**src/rtl/char_norm_pkg.sv**
```systemverilog
// rtl/char_norm_pkg.sv - shared types, byte constants and classifier for the character normalizer
package char_norm_pkg;

  typedef enum logic [1:0] {START, WORD, SPACE, FLUSH} norm_state_t;
  typedef enum logic [1:0] {UPPER, WS, PRINT, CTRL} char_class_t;

  localparam logic [7:0] CH_SPACE    = 8'h20;
  localparam logic [7:0] CH_TAB      = 8'h09;
  localparam logic [7:0] CH_LF       = 8'h0A;
  localparam logic [7:0] CH_CR       = 8'h0D;
  localparam logic [7:0] CH_CASE_OFS = 8'h20;

  function automatic char_class_t classify(input logic [7:0] b);
    char_class_t c;
    if (b >= 8'h41 && b <= 8'h5A)
      c = UPPER;
    else if (b == CH_SPACE || b == CH_TAB || b == CH_LF || b == CH_CR)
      c = WS;
    else if (b >= 8'h21 && b <= 8'h7E)
      c = PRINT;
    else
      c = CTRL;
    return c;
  endfunction

endpackage

```
**src/rtl/char_normalizer_if.sv**
```systemverilog
// rtl/char_normalizer_if.sv - input/output byte stream handshake bundle for the normalizer
interface char_normalizer_if;
  logic       in_valid;
  logic [7:0] in_data;
  logic       in_last;
  logic       in_ready;
  logic       out_valid;
  logic [7:0] out_data;
  logic       out_ready;

  modport master (
    output in_valid, in_data, in_last, out_ready,
    input  in_ready, out_valid, out_data
  );

  modport slave (
    input  in_valid, in_data, in_last, out_ready,
    output in_ready, out_valid, out_data
  );
endinterface

```
**src/rtl/char_norm_fifo.sv**
```systemverilog
// rtl/char_norm_fifo.sv - byte FIFO with wrap-bit pointers; head reads 0x00 while empty
module char_norm_fifo #(
  parameter int DEPTH = 4
) (
  input  logic       clk,
  input  logic       reset_n,
  input  logic       push_i,
  input  logic [7:0] push_data_i,
  input  logic       pop_i,
  output logic       full_o,
  output logic       empty_o,
  output logic [7:0] head_o
);

  localparam int IDX_W = $clog2(DEPTH);
  localparam int PTR_W = IDX_W + 1;

  logic [PTR_W-1:0] wr_q, wr_d, rd_q, rd_d;
  logic [7:0]       mem_q [DEPTH];
  logic             do_push, do_pop;

  assign full_o  = (wr_q[IDX_W-1:0] == rd_q[IDX_W-1:0]) && (wr_q[IDX_W] != rd_q[IDX_W]);
  assign empty_o = (wr_q == rd_q);
  assign do_push = push_i && !full_o;
  assign do_pop  = pop_i && !empty_o;
  assign wr_d    = wr_q + PTR_W'(do_push);
  assign rd_d    = rd_q + PTR_W'(do_pop);
  assign head_o  = empty_o ? 8'h00 : mem_q[rd_q[IDX_W-1:0]];

  always_ff @(posedge clk or negedge reset_n) begin
    if (!reset_n) begin
      wr_q <= '0;
      rd_q <= '0;
    end else begin
      wr_q <= wr_d;
      rd_q <= rd_d;
    end
  end

  // Storage needs no reset: empty state masks stale entries on head_o.
  always_ff @(posedge clk) begin
    if (do_push)
      mem_q[wr_q[IDX_W-1:0]] <= push_data_i;
  end

endmodule

```
**src/rtl/char_normalizer.sv**
```systemverilog
// rtl/char_normalizer.sv - folds case, collapses whitespace, drops control bytes, terminates streams with a space
// CHAR_NORM_DROP_CNT_EN enables the saturating dropped-control-byte counter.
module char_normalizer
  import char_norm_pkg::*;
#(
  parameter int DEPTH = 4,
  parameter int CNT_W = 16
) (
  input  logic             clk,
  input  logic             reset_n,
  char_normalizer_if.slave bus,
  output logic [CNT_W-1:0] drop_cnt
);

  norm_state_t state_q, state_d;
  char_class_t cls;
  logic        full, empty, in_ready, accept, push;
  logic [7:0]  push_data, mapped;

  assign cls      = classify(bus.in_data);
  assign in_ready = !full && (state_q != FLUSH);
  assign accept   = bus.in_valid && in_ready;
  assign mapped   = (cls == UPPER) ? bus.in_data + CH_CASE_OFS : bus.in_data;

  always_comb begin
    state_d   = state_q;
    push      = 1'b0;
    push_data = CH_SPACE;
    if (state_q == FLUSH) begin
      if (!full) begin
        push    = 1'b1;
        state_d = START;
      end
    end else if (accept) begin
      case (cls)
        UPPER, PRINT: begin
          push      = 1'b1;
          push_data = mapped;
          state_d   = WORD;
        end
        WS: begin
          if (state_q == WORD) begin
            push    = 1'b1;
            state_d = SPACE;
          end
        end
        default: ;
      endcase
      // A stream ending mid-word still owes the checker a terminating space.
      if (bus.in_last)
        state_d = (state_d == WORD) ? FLUSH : START;
    end
  end

  always_ff @(posedge clk or negedge reset_n) begin
    if (!reset_n)
      state_q <= START;
    else
      state_q <= state_d;
  end

  char_norm_fifo #(.DEPTH(DEPTH)) u_fifo (
    .clk         (clk),
    .reset_n     (reset_n),
    .push_i      (push),
    .push_data_i (push_data),
    .pop_i       (bus.out_ready),
    .full_o      (full),
    .empty_o     (empty),
    .head_o      (bus.out_data)
  );

  assign bus.in_ready  = in_ready;
  assign bus.out_valid = !empty;

`ifdef CHAR_NORM_DROP_CNT_EN
  logic [CNT_W-1:0] drop_q, drop_d;

  always_comb begin
    drop_d = drop_q;
    if (accept && cls == CTRL && drop_q != {CNT_W{1'b1}})
      drop_d = drop_q + CNT_W'(1);
  end

  always_ff @(posedge clk or negedge reset_n) begin
    if (!reset_n)
      drop_q <= '0;
    else
      drop_q <= drop_d;
  end

  assign drop_cnt = drop_q;
`else
  assign drop_cnt = '0;
`endif

endmodule
```
**src/flat_wrapper.sv**
```systemverilog
// flat-port wrapper written by rule: the top's interface ports become plain ports
module char_normalizer_flat import char_norm_pkg::*;
#(
  parameter int DEPTH = 4,
  parameter int CNT_W = 16
)
  (clk, reset_n, drop_cnt, bus_in_valid, bus_in_data, bus_in_last, bus_out_ready, bus_in_ready, bus_out_valid, bus_out_data);
  char_normalizer_if bus_i ();
  input  logic clk;
  input  logic reset_n;
  output logic [CNT_W-1:0] drop_cnt;
  input wire logic [$bits(bus_i.in_valid)-1:0] bus_in_valid;
  input wire logic [$bits(bus_i.in_data)-1:0] bus_in_data;
  input wire logic [$bits(bus_i.in_last)-1:0] bus_in_last;
  input wire logic [$bits(bus_i.out_ready)-1:0] bus_out_ready;
  output wire logic [$bits(bus_i.in_ready)-1:0] bus_in_ready;
  output wire logic [$bits(bus_i.out_valid)-1:0] bus_out_valid;
  output wire logic [$bits(bus_i.out_data)-1:0] bus_out_data;
  assign bus_i.in_valid = bus_in_valid;
  assign bus_i.in_data = bus_in_data;
  assign bus_i.in_last = bus_in_last;
  assign bus_i.out_ready = bus_out_ready;
  assign bus_in_ready = bus_i.in_ready;
  assign bus_out_valid = bus_i.out_valid;
  assign bus_out_data = bus_i.out_data;
  char_normalizer #(.DEPTH(DEPTH), .CNT_W(CNT_W)) u_core (.clk(clk), .reset_n(reset_n), .bus(bus_i), .drop_cnt(drop_cnt));
endmodule
```
**config.mk**
```make
export PLATFORM = sky130hd
export DESIGN_NAME = char_normalizer_flat
export DESIGN_NICKNAME = d
export VERILOG_FILES = /design/src/rtl/char_norm_pkg.sv /design/src/rtl/char_normalizer_if.sv /design/src/rtl/char_norm_fifo.sv /design/src/rtl/char_normalizer.sv /design/src/flat_wrapper.sv
export SDC_FILE = /design/constraint.sdc
export NUM_CORES = 1
export LEC_CHECK = 0
export CORE_ASPECT_RATIO = 1.5
export CORE_UTILIZATION = 52
export CTS_CLUSTER_DIAMETER = 60
export DETAILED_ROUTE_END_ITERATION = 10
export GPL_ROUTABILITY_DRIVEN = 0
export PLACE_DENSITY_LB_ADDON = 0.25
export SYNTH_ARGS = -nofsm -noshare
export SYNTH_HDL_FRONTEND = slang
export SYNTH_SLANG_ARGS = --single-unit
```
**constraint.sdc**
```tcl
create_clock -name clk -period 2.6 [get_ports clk]
set_input_delay 0.52 -clock clk [delete_from_list [all_inputs] [get_ports clk]]
set_output_delay 0.52 -clock clk [all_outputs]
set_load 0.01 [all_outputs]
```
==> impl_metrics.csv, run 1 <==
group,metric,value,unit
run_status,status,"finished clean",
global_routing,antenna_found_initial,0,
setup_path,cp_max_fo,10,
final_layout,antenna_cells,0,
die,fp.dieH,79.36,um
setup_path,rrSetupSlack,480,ps
cts,clockBufferDepth,2,
placement,port_buffers,22,
cts,path_clk_slew,70,ps
final_layout,syn_to_final_growth,23.64,%
setup_path,crit_path_start,"u_core.u_fifo.rd_q[0]",
final_layout,n_fill_cell,301,
global_routing,grt_max_degree,13,
setup_path,worstSetupEndpointType,"output pin",
final_layout,post-route-util,0.6840,
die,core-area,3750,sq um
die,io_pins,39,
drt,drcViolationCount,0,
power_and_ir_drop,power_density,1001,nW/um^2
synth,syn_area_per_cell,13.38,sq um
worst_hold_path,hp-class,"flip-flop to flip-flop",
final_layout,drive_gt1_frac,0.2390,
timing,drv_slew,0,
timing,timing.final.crit_share,0.9723,
final_layout,register_area,1164,sq um
cts,cts_buffers,5,
synth,synth_cell_types,41,
timing,layout_setup_ws,72.05,ps
synth,ys_warn_count,0,
placement,dp_slack,-426.9,ps
final_layout,final_cell_mix,"edfxtp_1, buf_4, clkdlybuf4s50_1, conb_1, nor2b_1",
global_routing,grt_util_all_layers,0.2084,
power_and_ir_drop,irDropWorstVdd,0.8204,mV
synth,ys.flop_type,"edfxtp_1",
worst_hold_path,whs_path_depth,1,
global_routing,grt_pass1_wl,6189,um
timing,slew_headroom,0.6500,
synth,synth.yosys.seq_area_share,0.5597,
die,initial_core_util,0.5532,
setup_path,rr_startpoint,"u_core.u_fifo.rd_q[0]",
flow_run,cap_viol_max_count,0,
die,rows,27,
placement,hpwl,2941,um
setup_path,rr_endpoint,"u_core.u_fifo.mem_q[2][7]",
final_layout,fin_nets,223,
synth,ys_async_sr_fraction,0.2000,
power_and_ir_drop,power.leakage,0.9796,nW
die,die_area,4251,sq um
synth,synth-edff-count,32,
cts,clock_latency,280,ps
cts,htreeDepth,2,
drt,first_pass_iters,6,
timing,tightest_slew,524.4,ps
drt,wl_per_cell,15.10,um
timing,finalCriticalPeriod,2528,ps
drt,ant_nets,0,
final_layout,layout_commonest_cell,"edfxtp_1",
synth,synth_area,2074,sq um
setup_path,crit_end,"bus_out_data[4]",
timing,hold_violations,0,
setup_path,timing_worst_setup_path_type,"flip-flop to output pin",
cts,cts_tree,"done",
die,die_width,53.57,um
timing,max_freq,0.3956,GHz
drt,vias_per_cell,5.431,
cts,clock-sinks,40,
timing,skew,5.325,ps
global_routing,grt_pass1_vias,1379,
drt,drt_iter0_drc,37,
drt,vias,1347,
setup_path,reg2reg_depth,6,
global_routing,grt_overflow,0,
timing,setup_violations,0,
setup_path,cp.arrival,2010,ps
timing,rsz0062_at_grt,"yes",
setup_path,crit_path_start_kind,"flip-flop",
final_layout,multiInputGateArea,853.3,sq um
synth,postSynthCellCount,155,
cts,ctsHoldBuffers,0,
cts,cts_root_buf,"clkbuf_8",
setup_path,required,2080,ps
drt,routed_wl,3746,um
synth,ys_ff_latch,40,
[sequential cells by signal, indices dropped and copies added, names as in the netlist]
signal / count
u_core.state_q: 2
u_core.u_fifo.mem_q: 32
u_core.u_fifo.rd_q: 3
u_core.u_fifo.wr_q: 3
[metal layers]
| layer | routed length (um) | track usage | share of wire | vias to the layer above |
|---|---|---|---|---|
| met5 | 0 | 0 | 0 | - |
| met4 | 136 | 0.1263 | 0.036 | 0 |
| met3 | 98 | 0.02874 | 0.026 | 14 |
| met2 | 2118 | 0.3700 | 0.57 | 38 |
| met1 | 1393 | 0.2208 | 0.37 | 650 |
| li1 | - | - | - | 645 |
[worst min-delay path by stage]
stage                                     start                     to  slack [ps]
after floorplan                         reset_n      u_core.state_q[0]         220
after global placement    u_core.u_fifo.wr_q[2]  u_core.u_fifo.wr_q[2]         470
after detailed placement  u_core.u_fifo.wr_q[2]  u_core.u_fifo.wr_q[2]         480
after CTS                 u_core.u_fifo.wr_q[2]  u_core.u_fifo.wr_q[2]         500
after global routing      u_core.u_fifo.rd_q[2]  u_core.u_fifo.rd_q[2]         520
final                     u_core.u_fifo.wr_q[2]  u_core.u_fifo.wr_q[2]         500
[power by group]
part           total [mW]  internal [mW]  leakage (nW)  switching [mW]
sequential           1.05          0.866         0.390           0.180
combinational        1.15          0.656         0.551           0.495
clock               0.371          0.186        0.0388           0.185
total                2.57           1.71         0.980           0.861
[synthesized netlist by cell type (4+ instances only)]
cell | count | share of area
nand2_1 | 6 | 0.011
a21oi_1 | 9 | 0.022
nand3_1 | 5 | 0.012
ha_1 | 6 | 0.036
and2_1 | 5 | 0.015
nor2_1 | 6 | 0.011
edfxtp_1 | 32 | 0.46
buf_4 | 16 | 0.058
nor2b_1 | 12 | 0.036
mux4_2 | 8 | 0.087
dfrtp_1 | 8 | 0.097
and3_1 | 4 | 0.012
[kinds of logic after synthesis]
family,count (synthesis),synth area share
compound gates,24,0.08746
flops,40,0.5597
xor+xnor,6,0.02534
other cells,1,0.001808
simple gates,48,0.1333
buf+inv,22,0.06936
mux,8,0.08685
fa+ha+maj,6,0.03619
[critical path, stage by stage, from the launching register on]
cell and delay, ps:
dfrtp_2 570, mux4_2 550, nor2b_1 140, clkdlybuf4s50_1 470
[what timing repair did]
action                                  in CTS  in global routing
pin swaps                                    5                  1
cloned                                       0                  0
setup buffers                                1                  0
resized for setup                            9                  3
endpoints found under the setup margin      27                 31
[per-stage QoR]
stage	hold slack (ps)	setup TNS [ps]	instance area [sq um]	instances	total power [mW]
after floorplan	224.4	0	2131	170	1.675
after global placement	474.5	-11010	2445	239	2.139
after detailed placement	482.1	-13440	2445	239	2.187
after CTS	495.0	0	2556	248	2.575
after global routing	523.7	-36.58	2565	248	2.741
final	502.1	0	2565	248	2.568
[cell type report]
cell class	count	area share
repair buffers	46	0.1556
clock inverters	2	0.004390
well taps	43	0.02098
multi-input cells	108	0.3327
clock buffers	6	0.02829
flip-flops and latches	40	0.4537
inverters	3	0.004390
No activity file was read; power rests on OpenSTA's default activity.
==> run 2: changes to the inputs <==
--- a/config.mk
+++ b/config.mk
@@ -11,6 +11,7 @@
 export DETAILED_ROUTE_END_ITERATION = 10
 export GPL_ROUTABILITY_DRIVEN = 0
 export PLACE_DENSITY_LB_ADDON = 0.25
+export SLEW_MARGIN = 5
 export SYNTH_ARGS = -nofsm -noshare
 export SYNTH_HDL_FRONTEND = slang
 export SYNTH_SLANG_ARGS = --single-unit
==> constraint.sdc (replaced) <==
create_clock -name clk -period 2.5 [get_ports clk]
set_input_delay 0.5 -clock clk [delete_from_list [all_inputs] [get_ports clk]]
set_output_delay 0.5 -clock clk [all_outputs]
set_load 0.01 [all_outputs]
==> impl_metrics.csv, run 2 (synthesis gave the netlist of run 1 again) <==
group,metric,value,unit
final_layout,fin_nets,228,
final_layout,finalNonFillerCells,253,
final_layout,drive_gt1_frac,0.2524,
final_layout,largest_reg_flops,32,
flow_run,cap_viol_max_count,0,
drt,vias_per_cell,5.447,
setup_path,cp_max_fo,8,
global_routing,grt_util_all_layers,0.2072,
setup_path,timing_worst_setup_path_type,"input port to flip-flop",
timing,skew,4.942,ps
drt,drcViolationCount,0,
global_routing,grt_overflow,0,
power_and_ir_drop,irDropWorstVdd,0.9210,mV
drt,vias,1378,
setup_path,required,2490,ps
timing,max_freq,0.4171,GHz
power_and_ir_drop,power.leakage,1.094,nW
final_layout,layout_commonest_cell,"edfxtp_1",
drt,first_pass_iters,4,
die,die_width,53.57,um
cts,cts_tree,"done",
drt,wl_per_cell,15.42,um
power_and_ir_drop,fin_total_pwr,2.694,mW
setup_path,cp.arrival,2390,ps
drt,routed_wl,3901,um
placement,port_buffers,22,
cts,htreeDepth,2,
timing,setup_violations,0,
placement,post-place-cells,243,
cts,clock_latency,290,ps
global_routing,antenna_found_initial,0,
final_layout,final_cell_mix,"edfxtp_1, buf_4, conb_1, nor2b_1, clkdlybuf4s50_1",
placement,hpwl,2934,um
cts,cts_buffers,5,
cts,path_clk_slew,70,ps
power_and_ir_drop,p_sw,0.9057,mW
setup_path,crit_path_start_kind,"input port",
timing,hold_violations,0,
setup_path,worstSetupEndpointType,"flip-flop",
setup_path,reg2reg_depth,7,
drt,ant_nets,0,
power_and_ir_drop,intPower,1.788,mW
final_layout,syn_to_final_growth,27.20,%
global_routing,grt_max_degree,13,
global_routing,grt_pass1_vias,1396,
final_layout,antenna_cells,0,
power_and_ir_drop,comb_power_share,0.473,
power_and_ir_drop,p_seq_frac,0.381,
cts,cts_root_buf,"clkbuf_8",
placement,dp_slack,-488.0,ps
die,rows,27,
timing,drv_slew,0,
drt,drt_iter0_drc,40,
die,core-area,3750,sq um
die,die_area,4251,sq um
timing,fin_worst_hold_slack,481.3,ps
timing,finalCriticalPeriod,2397,ps
die,initial_core_util,0.5532,
global_routing,grt_pass1_wl,6044,um
die,fp.dieH,79.36,um
power_and_ir_drop,power_density,1021,nW/um^2
worst_hold_path,hp-class,"input port to async pin",
timing,layout_setup_ws,102.7,ps
power_and_ir_drop,pwr-share-clk,0.146,
cts,clockBufferDepth,2,
cts,clock-sinks,40,
timing,timing.final.crit_share,0.9589,
run_status,status,"finished clean",
power_and_ir_drop,switching_share,0.3362,
die,io_pins,39,
run 2: cell count changes in the layout (fill, tap and decap cells not counted), sizes merged:
cell	before	now
clkdlybuf4s50	18	10
buf	24	29
clkinvlp	1	0
dlymetal6s2s	0	7
clkbuf	6	7
dlygate4sd2	4	3
clkdlybuf4s15	0	2
run 2: power by group through the flow:
stage	clock, mW	sequential (mW)	combinational (mW)
final	0.394	1.03	1.27
after global routing	0.430	1.04	1.40
after CTS	0.400	1.02	1.30
after detailed placement	0	1.03	1.30
after global placement	0	1.02	1.26
after floorplan	0	0.992	0.749
run 2: routing by layer:
metal	global-route usage	vias up	routed length (um)	share of wire
met2	0.3800	38	2233	0.57
met1	0.2101	671	1450	0.37
met5	0	-	0	0
li1	-	661	-	-
met3	0.05172	8	136	0.035
met4	0.08684	0	82	0.021
run 2: path summary, 6_finish.rpt:
kind                       slack (ps)                   endpoint             startpoint
max reg2reg                       390  u_core.u_fifo.mem_q[1][7]  u_core.u_fifo.rd_q[0]
min in group clk                  490      u_core.u_fifo.wr_q[2]  u_core.u_fifo.wr_q[2]
min                               480      u_core.u_fifo.wr_q[2]                reset_n
max                               100  u_core.u_fifo.mem_q[3][1]         bus_in_data[2]
min reg2reg                       490      u_core.u_fifo.wr_q[2]  u_core.u_fifo.wr_q[2]
max in group asynchronous        1760      u_core.u_fifo.rd_q[0]                reset_n
run 2: critical path: stages:
cell	delay (ps)
dlygate4sd2_1	240
or4_4	480
or3b_4	410
a21oi_4	160
o21ai_4	90
buf_4	150
a21oi_1	150
buf_4	200
run 2: repair_timing:
action,in CTS,in global routing
setup endpoints to repair,35,24
pin swaps,5,3
resized for setup,11,10
buffers inserted,2,0
hold buffers,0,0
endpoints found under the hold margin,0,0
run 2: per-stage QoR:
step	utilization	instance area [sq um]	TNS (ps)
after floorplan	-	2131	-1722
after global placement	0.6633	2487	-16440
after detailed placement	0.6633	2487	-17150
after CTS	0.6944	2604	0
after global routing	0.7037	2639	-74.86
final	0.7037	2639	0
run 2: cell type report:
cell class	count	area (sq um)
well taps	43	53.80
flip-flops and latches	40	1161
repair buffers	51	467.9
multi-input cells	108	863.3
fillers	276	1111
inverters	3	11.26
clock inverters	1	5.005
clock buffers	7	76.32
==> run 3: changes to the inputs <==
--- a/config.mk
+++ b/config.mk
@@ -7,10 +7,11 @@
 export LEC_CHECK = 0
 export CORE_ASPECT_RATIO = 1.5
 export CORE_UTILIZATION = 52
-export CTS_CLUSTER_DIAMETER = 60
+export CTS_CLUSTER_SIZE = 24
 export DETAILED_ROUTE_END_ITERATION = 10
 export GPL_ROUTABILITY_DRIVEN = 0
 export PLACE_DENSITY_LB_ADDON = 0.25
+export SKIP_LAST_GASP = 1
 export SLEW_MARGIN = 5
 export SYNTH_ARGS = -nofsm -noshare
 export SYNTH_HDL_FRONTEND = slang
==> results of run 3 <==
No change in the layout: final DEF, timing and power equal those of run 2.
